--- src/rtl/ch_announce_tx_if.sv ---
// Transmit link for the CH-advertisement stream.
// Handshake: a word transfers on every rising clk edge where tx_valid and
// tx_ready are both high. While tx_valid is high and tx_ready is low, the
// sender holds tx_data and tx_last stable. tx_data is zero whenever tx_valid
// is low. tx_last marks the final word of a packet.
interface ch_announce_tx_if #(
    parameter int WORD_WIDTH = 16
);
    logic [WORD_WIDTH-1:0] tx_data;
    logic                  tx_valid;
    logic                  tx_last;
    logic                  tx_ready;

    modport master (
        output tx_data,
        output tx_valid,
        output tx_last,
        input  tx_ready
    );

    modport slave (
        input  tx_data,
        input  tx_valid,
        input  tx_last,
        output tx_ready
    );
endinterface

--- src/rtl/ch_announce_tx.sv ---
// Cluster-head announcement transmitter.
// On en_CHA the node's ID, hop count, Q-value and CH limit are captured.
// The block then waits a seeded backoff and streams a five-word
// advertisement (header, ID, hops, Q, limit) over the tx link.
// HB_reset abandons any packet in flight. All outputs come straight from
// flops, so there is no path from tx_ready or en_CHA to an output.
module ch_announce_tx #(
    parameter int                    WORD_WIDTH    = 16,
    parameter int                    BACKOFF_WIDTH = 8,
    parameter logic [WORD_WIDTH-1:0] MSG_TYPE_CH   = 16'h0003
) (
    input  logic                     clk,
    input  logic                     nrst,
    input  logic                     en_CHA,
    input  logic                     HB_reset,
    input  logic [WORD_WIDTH-1:0]    node_ID,
    input  logic [WORD_WIDTH-1:0]    node_Hops,
    input  logic [WORD_WIDTH-1:0]    node_QValue,
    input  logic [WORD_WIDTH-1:0]    HB_CHlimit,
    input  logic [BACKOFF_WIDTH-1:0] backoff_seed,
    ch_announce_tx_if.master         tx,
    output logic                     busy,
    output logic                     done,
    output logic [1:0]               dbg_state
);

    typedef enum logic [1:0] {
        S_IDLE    = 2'd0,
        S_BACKOFF = 2'd1,
        S_SEND    = 2'd2,
        S_DONE    = 2'd3
    } state_t;

    state_t                   state;
    logic [BACKOFF_WIDTH-1:0] cnt;
    logic [2:0]               idx;
    logic [2:0]               idx_next;

    // Fields captured at the start edge; later input changes do not leak in.
    logic [WORD_WIDTH-1:0]    id_q;
    logic [WORD_WIDTH-1:0]    hops_q;
    logic [WORD_WIDTH-1:0]    qval_q;
    logic [WORD_WIDTH-1:0]    limit_q;

    // Registered copies of the link outputs.
    logic [WORD_WIDTH-1:0]    data_r;
    logic                     valid_r;
    logic                     last_r;
    logic                     busy_r;
    logic                     done_r;

    logic [WORD_WIDTH-1:0]    pkt [5];

    assign idx_next = idx + 3'd1;

    // Packet layout, indexed by word position.
    always_comb begin
        pkt[0] = MSG_TYPE_CH;
        pkt[1] = id_q;
        pkt[2] = hops_q;
        pkt[3] = qval_q;
        pkt[4] = limit_q;
    end

    // Main FSM; outputs are computed alongside each transition so they are
    // valid in the same cycle the new state is.
    always_ff @(posedge clk or negedge nrst) begin
        if (!nrst) begin
            state   <= S_IDLE;
            cnt     <= '0;
            idx     <= '0;
            id_q    <= '0;
            hops_q  <= '0;
            qval_q  <= '0;
            limit_q <= '0;
            data_r  <= '0;
            valid_r <= 1'b0;
            last_r  <= 1'b0;
            busy_r  <= 1'b0;
            done_r  <= 1'b0;
        end else begin
            done_r <= 1'b0;
            if (HB_reset) begin
                // Abort wins over start and over a pending handshake.
                state   <= S_IDLE;
                cnt     <= '0;
                idx     <= '0;
                data_r  <= '0;
                valid_r <= 1'b0;
                last_r  <= 1'b0;
                busy_r  <= 1'b0;
            end else begin
                case (state)
                    S_IDLE: begin
                        if (en_CHA) begin
                            id_q    <= node_ID;
                            hops_q  <= node_Hops;
                            qval_q  <= node_QValue;
                            limit_q <= HB_CHlimit;
                            cnt     <= backoff_seed;
                            busy_r  <= 1'b1;
                            state   <= S_BACKOFF;
                        end
                    end
                    S_BACKOFF: begin
                        // A zero seed still spends one cycle here.
                        if (cnt == '0) begin
                            idx     <= '0;
                            data_r  <= MSG_TYPE_CH;
                            valid_r <= 1'b1;
                            last_r  <= 1'b0;
                            state   <= S_SEND;
                        end else begin
                            cnt <= cnt - 1'b1;
                        end
                    end
                    S_SEND: begin
                        if (valid_r && tx.tx_ready) begin
                            if (idx < 3'd4) begin
                                idx    <= idx_next;
                                data_r <= pkt[idx_next];
                                last_r <= (idx_next == 3'd4);
                            end else begin
                                idx     <= '0;
                                data_r  <= '0;
                                valid_r <= 1'b0;
                                last_r  <= 1'b0;
                                done_r  <= 1'b1;
                                state   <= S_DONE;
                            end
                        end
                    end
                    S_DONE: begin
                        busy_r <= 1'b0;
                        state  <= S_IDLE;
                    end
                    default: begin
                        state   <= S_IDLE;
                        data_r  <= '0;
                        valid_r <= 1'b0;
                        last_r  <= 1'b0;
                        busy_r  <= 1'b0;
                    end
                endcase
            end
        end
    end

    assign tx.tx_data  = data_r;
    assign tx.tx_valid = valid_r;
    assign tx.tx_last  = last_r;
    assign busy        = busy_r;
    assign done        = done_r;
    assign dbg_state   = state;

endmodule
--- src/flat_wrapper.sv ---
// flat-port wrapper written by rule: the top's interface ports become plain ports
module ch_announce_tx_flat 
#(
    parameter int                    WORD_WIDTH    = 16,
    parameter int                    BACKOFF_WIDTH = 8,
    parameter logic [WORD_WIDTH-1:0] MSG_TYPE_CH   = 16'h0003
)
  (clk, nrst, en_CHA, HB_reset, node_ID, node_Hops, node_QValue, HB_CHlimit, backoff_seed, busy, done, dbg_state, tx_tx_data, tx_tx_valid, tx_tx_last, tx_tx_ready);
  ch_announce_tx_if #(.WORD_WIDTH(WORD_WIDTH)) tx_i ();
  input  logic clk;
  input  logic nrst;
  input  logic en_CHA;
  input  logic HB_reset;
  input  logic [WORD_WIDTH-1:0] node_ID;
  input  logic [WORD_WIDTH-1:0] node_Hops;
  input  logic [WORD_WIDTH-1:0] node_QValue;
  input  logic [WORD_WIDTH-1:0] HB_CHlimit;
  input  logic [BACKOFF_WIDTH-1:0] backoff_seed;
  output logic busy;
  output logic done;
  output logic [1:0] dbg_state;
  output wire logic [$bits(tx_i.tx_data)-1:0] tx_tx_data;
  output wire logic [$bits(tx_i.tx_valid)-1:0] tx_tx_valid;
  output wire logic [$bits(tx_i.tx_last)-1:0] tx_tx_last;
  input wire logic [$bits(tx_i.tx_ready)-1:0] tx_tx_ready;
  assign tx_tx_data = tx_i.tx_data;
  assign tx_tx_valid = tx_i.tx_valid;
  assign tx_tx_last = tx_i.tx_last;
  assign tx_i.tx_ready = tx_tx_ready;
  ch_announce_tx #(.WORD_WIDTH(WORD_WIDTH), .BACKOFF_WIDTH(BACKOFF_WIDTH), .MSG_TYPE_CH(MSG_TYPE_CH)) u_core (.clk(clk), .nrst(nrst), .en_CHA(en_CHA), .HB_reset(HB_reset), .node_ID(node_ID), .node_Hops(node_Hops), .node_QValue(node_QValue), .HB_CHlimit(HB_CHlimit), .backoff_seed(backoff_seed), .tx(tx_i), .busy(busy), .done(done), .dbg_state(dbg_state));
endmodule
--- config.mk ---
export PLATFORM = sky130hd
export DESIGN_NAME = ch_announce_tx_flat
export DESIGN_NICKNAME = d
export VERILOG_FILES = /design/src/rtl/ch_announce_tx_if.sv /design/src/rtl/ch_announce_tx.sv /design/src/flat_wrapper.sv
export SDC_FILE = /design/constraint.sdc
export NUM_CORES = 1
export LEC_CHECK = 0
export CORE_MARGIN = 3
export CORE_UTILIZATION = 46
export DETAILED_ROUTE_END_ITERATION = 10
export PLACE_DENSITY = 0.8
export SETUP_SLACK_MARGIN = 0.5
export SLEW_MARGIN = 10
export SYNTH_ARGS = -nofsm -noshare
export SYNTH_HDL_FRONTEND = slang
export SYNTH_SLANG_ARGS = --single-unit
--- constraint.sdc ---
create_clock -name clk -period 2.5 [get_ports clk]
set_input_delay 0.375 -clock clk [delete_from_list [all_inputs] [get_ports clk]]
set_output_delay 0.375 -clock clk [all_outputs]
set_load 0.02 [all_outputs]
# [Word-level counts from Yosys, hierarchy flattened]
# Index checks and enable logic that the tools add are counted.
[word_totals] reg_bits=97 latch_bits=0 ram_bits=0 mem_bits_ro=0 in_bits=77 wordCells=79 mem_count=0
[op_classes] add_sub_neg=2 mul=0 div=0 n_lt_le_gt_ge=2 eq_ne=9 shifts=0 muxes=40 bitwise=2 n_reduce_logical=12
[ops] op="2-to-1 mux 16 bit" n=6
[ops] op="binary-select mux 16 bit (select 3 bit)" n=1
[ops] op="case mux 16 bit (2 select lines)" n=1
[ops] op="2-to-1 mux 8 bit" n=3
[ops] op="case mux 8 bit (2 select lines)" n=1
[ops] op="2-to-1 mux 1 bit" n=14
[ops] op="2-to-1 mux 3 bit" n=4
[ops] op="2-to-1 mux 2 bit" n=5
[ops] op="inequality test 3 bit (second input constant)" n=3
[ops] op="AND reduction 3 bit" n=3
[ops] op="nonzero test 3 bit" n=3
[ops] op="logical NOT 8 bit" n=1
[ops] op="case mux 2 bit (4 select lines)" n=1
[ops] op="AND reduction 4 bit" n=2
[ops] op="subtractor 8 x 1 -> 8 bit (second input constant)" n=1
[ops] op="inequality test 3 x 2 -> 1 bit (second input constant)" n=2
[ops] op="case mux 1 bit (2 select lines)" n=3
[ops] op="case mux 3 bit (2 select lines)" n=1
[ops] op="== test 2 bit (second input constant)" n=2
[ops] op="greater-or-equal comparator 4 bit (second input constant)" n=1
[ops] op="NOT 3 -> 4 bit" n=1
[ops] op="adder 3 x 1 -> 3 bit (second input constant)" n=1
[ops] op="== test 3 bit (second input constant)" n=1
[ops] op="< comparator 3 bit (second input constant)" n=1
[ops] op="5 further kinds" n=5

# [Logic depth before layout (Yosys ltp)]
[depth] ltp_word=9 ltp_mapped=9 ltp_nobuf=7

# [Least setup slack after synthesis]
# No wires, ideal clock.
[synth_path] kind="flip-flop to flip-flop" from="register u_core.cnt[0]" to="register u_core.idx[0]" t_arrival_ps=2291 required_time_ps=2382 slack_ps=91 path_stages_with_launch=9 n_path_buf=2 period_less_slack_ps=2409 path_cell_list="dfrtp_1 inv_1 ha_1 or4b_4 or4_4 a22o_4 buf_6 buf_2 a21o_1"
[synth_between] elab_chain_len=3
[synth_lines] item="from (decl)" line_no="ch_announce_tx.sv:35" rtl="logic [BACKOFF_WIDTH-1:0] cnt;"
[synth_lines] item="from (signal assigned)" line_no="ch_announce_tx.sv:100" rtl="cnt <= backoff_seed;"
[synth_lines] item="from (signal assigned)" line_no="ch_announce_tx.sv:114" rtl="cnt <= cnt - 1'b1;"
[synth_lines] item="logical NOT 8 bit" line_no="ch_announce_tx.sv:107" rtl="if (cnt == '0) begin"
[synth_lines] item="inequality test 3 x 2 -> 1 bit (no source line)"
[synth_lines] item="AND reduction 3 bit (no source line)"
[synth_lines] item="to (signal assigned)" line_no="ch_announce_tx.sv:120" rtl="idx <= idx_next;"
[synth_lines] item="to (decl)" line_no="ch_announce_tx.sv:36" rtl="logic [2:0] idx;"
# Every way passes these cells.
# A chain may end at the register's enable or synchronous reset.

# [Worst setup path after layout]
[layout_path] from="register u_core.cnt[0]" to="register u_core.data_r[8], in the netlist u_core.tx.tx_data[8]"
[layout_between] elab_chain_len=3
[layout_lines] item="logical NOT 8 bit" line_no="ch_announce_tx.sv:107"
[layout_lines] item="inequality test 3 x 2 -> 1 bit (no source line)"
[layout_lines] item="AND reduction 3 bit (no source line)"
[layout_lines] item="to (signal assigned)" line_no="ch_announce_tx.sv:121" rtl="data_r <= pkt[idx_next];"
[layout_lines] item="to (decl)" line_no="ch_announce_tx.sv:46" rtl="logic [WORD_WIDTH-1:0] data_r;"
# Every way passes these cells.

==> results.cfg <==
[global_routing]
grt_usage = 0.213
grt_pass1_wl_um = 19000
grt_max_degree = 45
grt_pass1_vias = 3829
antenna_found_initial = 0
grt.overflow.total = 0

[clock_network]
clock_sinks = 97
clockRootBuffer = clkbuf_8
cts.path.max_buffers = 2
clk_pin_slew_ns = 0.11
cts_buffers = 9
htreeDepth = 3
cts_tree = yes
clk_latency_ns = 0.37

[yosys]
synth_edf_count = 0
ys_types = 45
syn_area_um2 = 4690
async_reset_ff_frac = 1.00
ys_seq_elements = 97
synthCells = 395
synth.avg_cell_area_um2 = 11.9
yosys-top-cells-area = dfrtp_1 (52%), mux2_2 (17%), a21oi_1 (3.5%), mux2i_1 (3.2%), ha_1 (2.4%)
synth.yosys.seq_area_share = 0.517
synth_fp_nets = 481
yosysWarnings = 0
synth_top_area_share = 0.517
synth_top_cell_by_area = dfrtp_1
ys.flop_type = dfrtp_1

[routing]
route.vias.total = 3683
ant_nets = 0
wire_per_inst_um = 18.7
drt-pass1-iter-count = 4
initialDrtViolationCount = 173
via_per_inst = 5.62
drt-total-wl_um = 12200
drc = 0

[setup_path]
critical-path-top-delay-family = simple AND/OR/NAND/NOR gates
max_stage_delay_ns = 0.46
path_depth = 8
worstSetupEndpointType = flop
critical_path.startpoint_type = flop
rr_endpoint = u_core.tx.tx_data[8]
crit_type = reg2reg
cp.required_ns = 2.74
path_max_fanout = 8
cp_cell_sequence = inv_2 -> ha_4 -> or4b_4 -> or4_4 -> a22o_4 -> buf_12 -> buf_16 -> a21o_1
reg2reg_setup_slack_ns = 0.04
crit_slowest_cell = or4b_4
rr_startpoint = u_core.cnt[0]
crit_end = u_core.tx.tx_data[8]
cp-startpoint = u_core.cnt[0]
critPathBufInv = 3
crit_arrival_ns = 2.71
r2r_cells = 8

[placement]
port_buffers = 98
globalplace.congestion = 0.848
dp_hpwl_um = 7960

[sta]
drv_slew = 0
timing.slew.headroom = 0.670
finalHoldViolations = 0
tns_ns = 0
skew_ns = 0.0138
worst_pin_slew_ns = 0.496
setup_viol = 0
finalCritPeriodShare = 0.985
post-route-min-period_ns = 2.46
hold_ws_ns = 0.509
rsz0062_at_grt = true
max_freq_ghz = 0.406

[run_status]
outcome = finished, final reports clean

[job]
cap_viol_max_count = 0

[power]
ir_drop_mv = 0.501
p_leak_nw = 2.76
p_per_area_nw_per_um2 = 1040
power_mw = 6.81

[floorplan]
die_area_um2 = 11400
fp.dieW_um = 107
num_io_pins = 99
row_count = 36
die_h_um = 107
core_um2 = 9860
initial_core_util = 0.476

[final_layout]
nNetsFinal = 603
drive_above_1_share = 0.297
n_antenna_cell = 0
final_cell_mix = clkdlybuf4s50_1 (97), dfrtp_1 (97), mux2_2 (69)
area_growth_pct = 39.7

[hold_path]
hold_class = reg2reg
power by group:
part           total [mW]  internal (mW)  switching [mW]
combinational        3.18           1.63            1.55
sequential           2.65           2.22           0.427
clock               0.983          0.382           0.601
sequential cells by signal (all words and copies together) (netlist names):
register and count:
u_core.busy 1, u_core.dbg_state 2, u_core.tx.tx_data 16, u_core.idx 3, u_core.cnt 8, u_core.done 1
u_core.tx.tx_last 1, u_core.tx.tx_valid 1, u_core.limit_q 16, u_core.id_q 16, u_core.qval_q 16, u_core.hops_q 16
timing repair:
| item | in CTS | in global routing |
|---|---|---|
| setup buffers | 8 | 7 |
| hold buffers | 1 | 0 |
| gates cloned | 2 | 0 |
| endpoints found under the hold margin | 34 | 0 |
| endpoints found under the setup margin | 30 | 31 |
| pin swaps | 23 | 4 |
| gates resized for setup | 38 | 11 |
cells by family (layout without fill, tap and decap cells):
logic type / count (synthesis) / count (layout) / share of synthesized area
AOI/OAI and AO/OA: 102 / 103 / 0.157
DFF: 97 / 97 / 0.517
muxes: 84 / 84 / 0.198
and+or+nand+nor: 68 / 68 / 0.0725
buffers and inverters: 35 / 161 / 0.0317
adders and majority gates: 9 / 9 / 0.0240
worst reg2reg max path, delay by kind of cell, from the launching register on:
kind / cells / cell delay [ns]
AND/OR/NAND/NOR: 2 / 0.91
AO/OA/AOI/OAI: 2 / 0.49
flip-flops: 1 / 0.41
buffers and inverters: 3 / 0.39
adder cells (fa/ha/maj): 1 / 0.14
final cells by class:
cell class / instances / area, um^2
timing repair buffer: 133 / 1340
fill: 718 / 3310
multi-input combinational: 264 / 2390
tap: 133 / 166
clock buffer: 9 / 124
sequential: 97 / 2430
inverter: 12 / 45.0
clock inverter: 7 / 63.8
per-stage QoR:
stage	std cells	cell area, um^2	utilization	setup WS, ns
6_report	655	6560	0.665	0.0380
5_1_grt	655	6560	0.665	0.00363
4_1_cts	648	6450	0.654	0.0740
3_5_place_dp	621	5930	0.601	-0.0894
3_3_place_gp	621	5930	0.601	0.0737
2_1_floorplan	395	4720	-	0.136
per-layer routing:
metal / vias to the layer above / track usage / wire [um]
met5: - / 0 / 0
met4: 0 / 0.0575 / 249
met3: 21 / 0.0668 / 855
met2: 128 / 0.365 / 6220
met1: 1845 / 0.261 / 4910
li1: 1689 / - / -
synth_stat cells (3+ instances only):
| library cell | count |
|---|---|
| a21o_1 | 11 |
| nand2_1 | 19 |
| a2111oi_2 | 3 |
| nor2_1 | 19 |
| dfrtp_1 | 97 |
| o31ai_2 | 3 |
| inv_1 | 11 |
| mux2i_1 | 15 |
| a21oi_1 | 33 |
| mux2_2 | 69 |
| nor2b_1 | 6 |
| o21ai_0 | 17 |
| a22o_1 | 4 |
| clkbuf_1 | 18 |
| nor4_1 | 3 |
| a211o_1 | 3 |
| nor3_1 | 4 |
| ha_1 | 9 |
| a22oi_1 | 4 |
| a2111oi_0 | 6 |
| o31ai_1 | 6 |
| nand3_1 | 5 |
how the worst min path moves through the flow:
stage               slack (ns)                  from  cells after the start                    to
finish                    0.51  u_core.tx.tx_data[7]                      1  u_core.tx.tx_data[7]
floorplan                 0.08                  nrst                      0           u_core.busy
global placement          0.37                  nrst                      1        u_core.id_q[0]
global route              0.52      u_core.qval_q[4]                      1      u_core.qval_q[4]
CTS                       0.50  u_core.tx.tx_data[9]                      1  u_core.tx.tx_data[9]
detailed placement        0.37                  nrst                      1     u_core.limit_q[1]
Note: power is estimated with default switching activity, not from simulation.
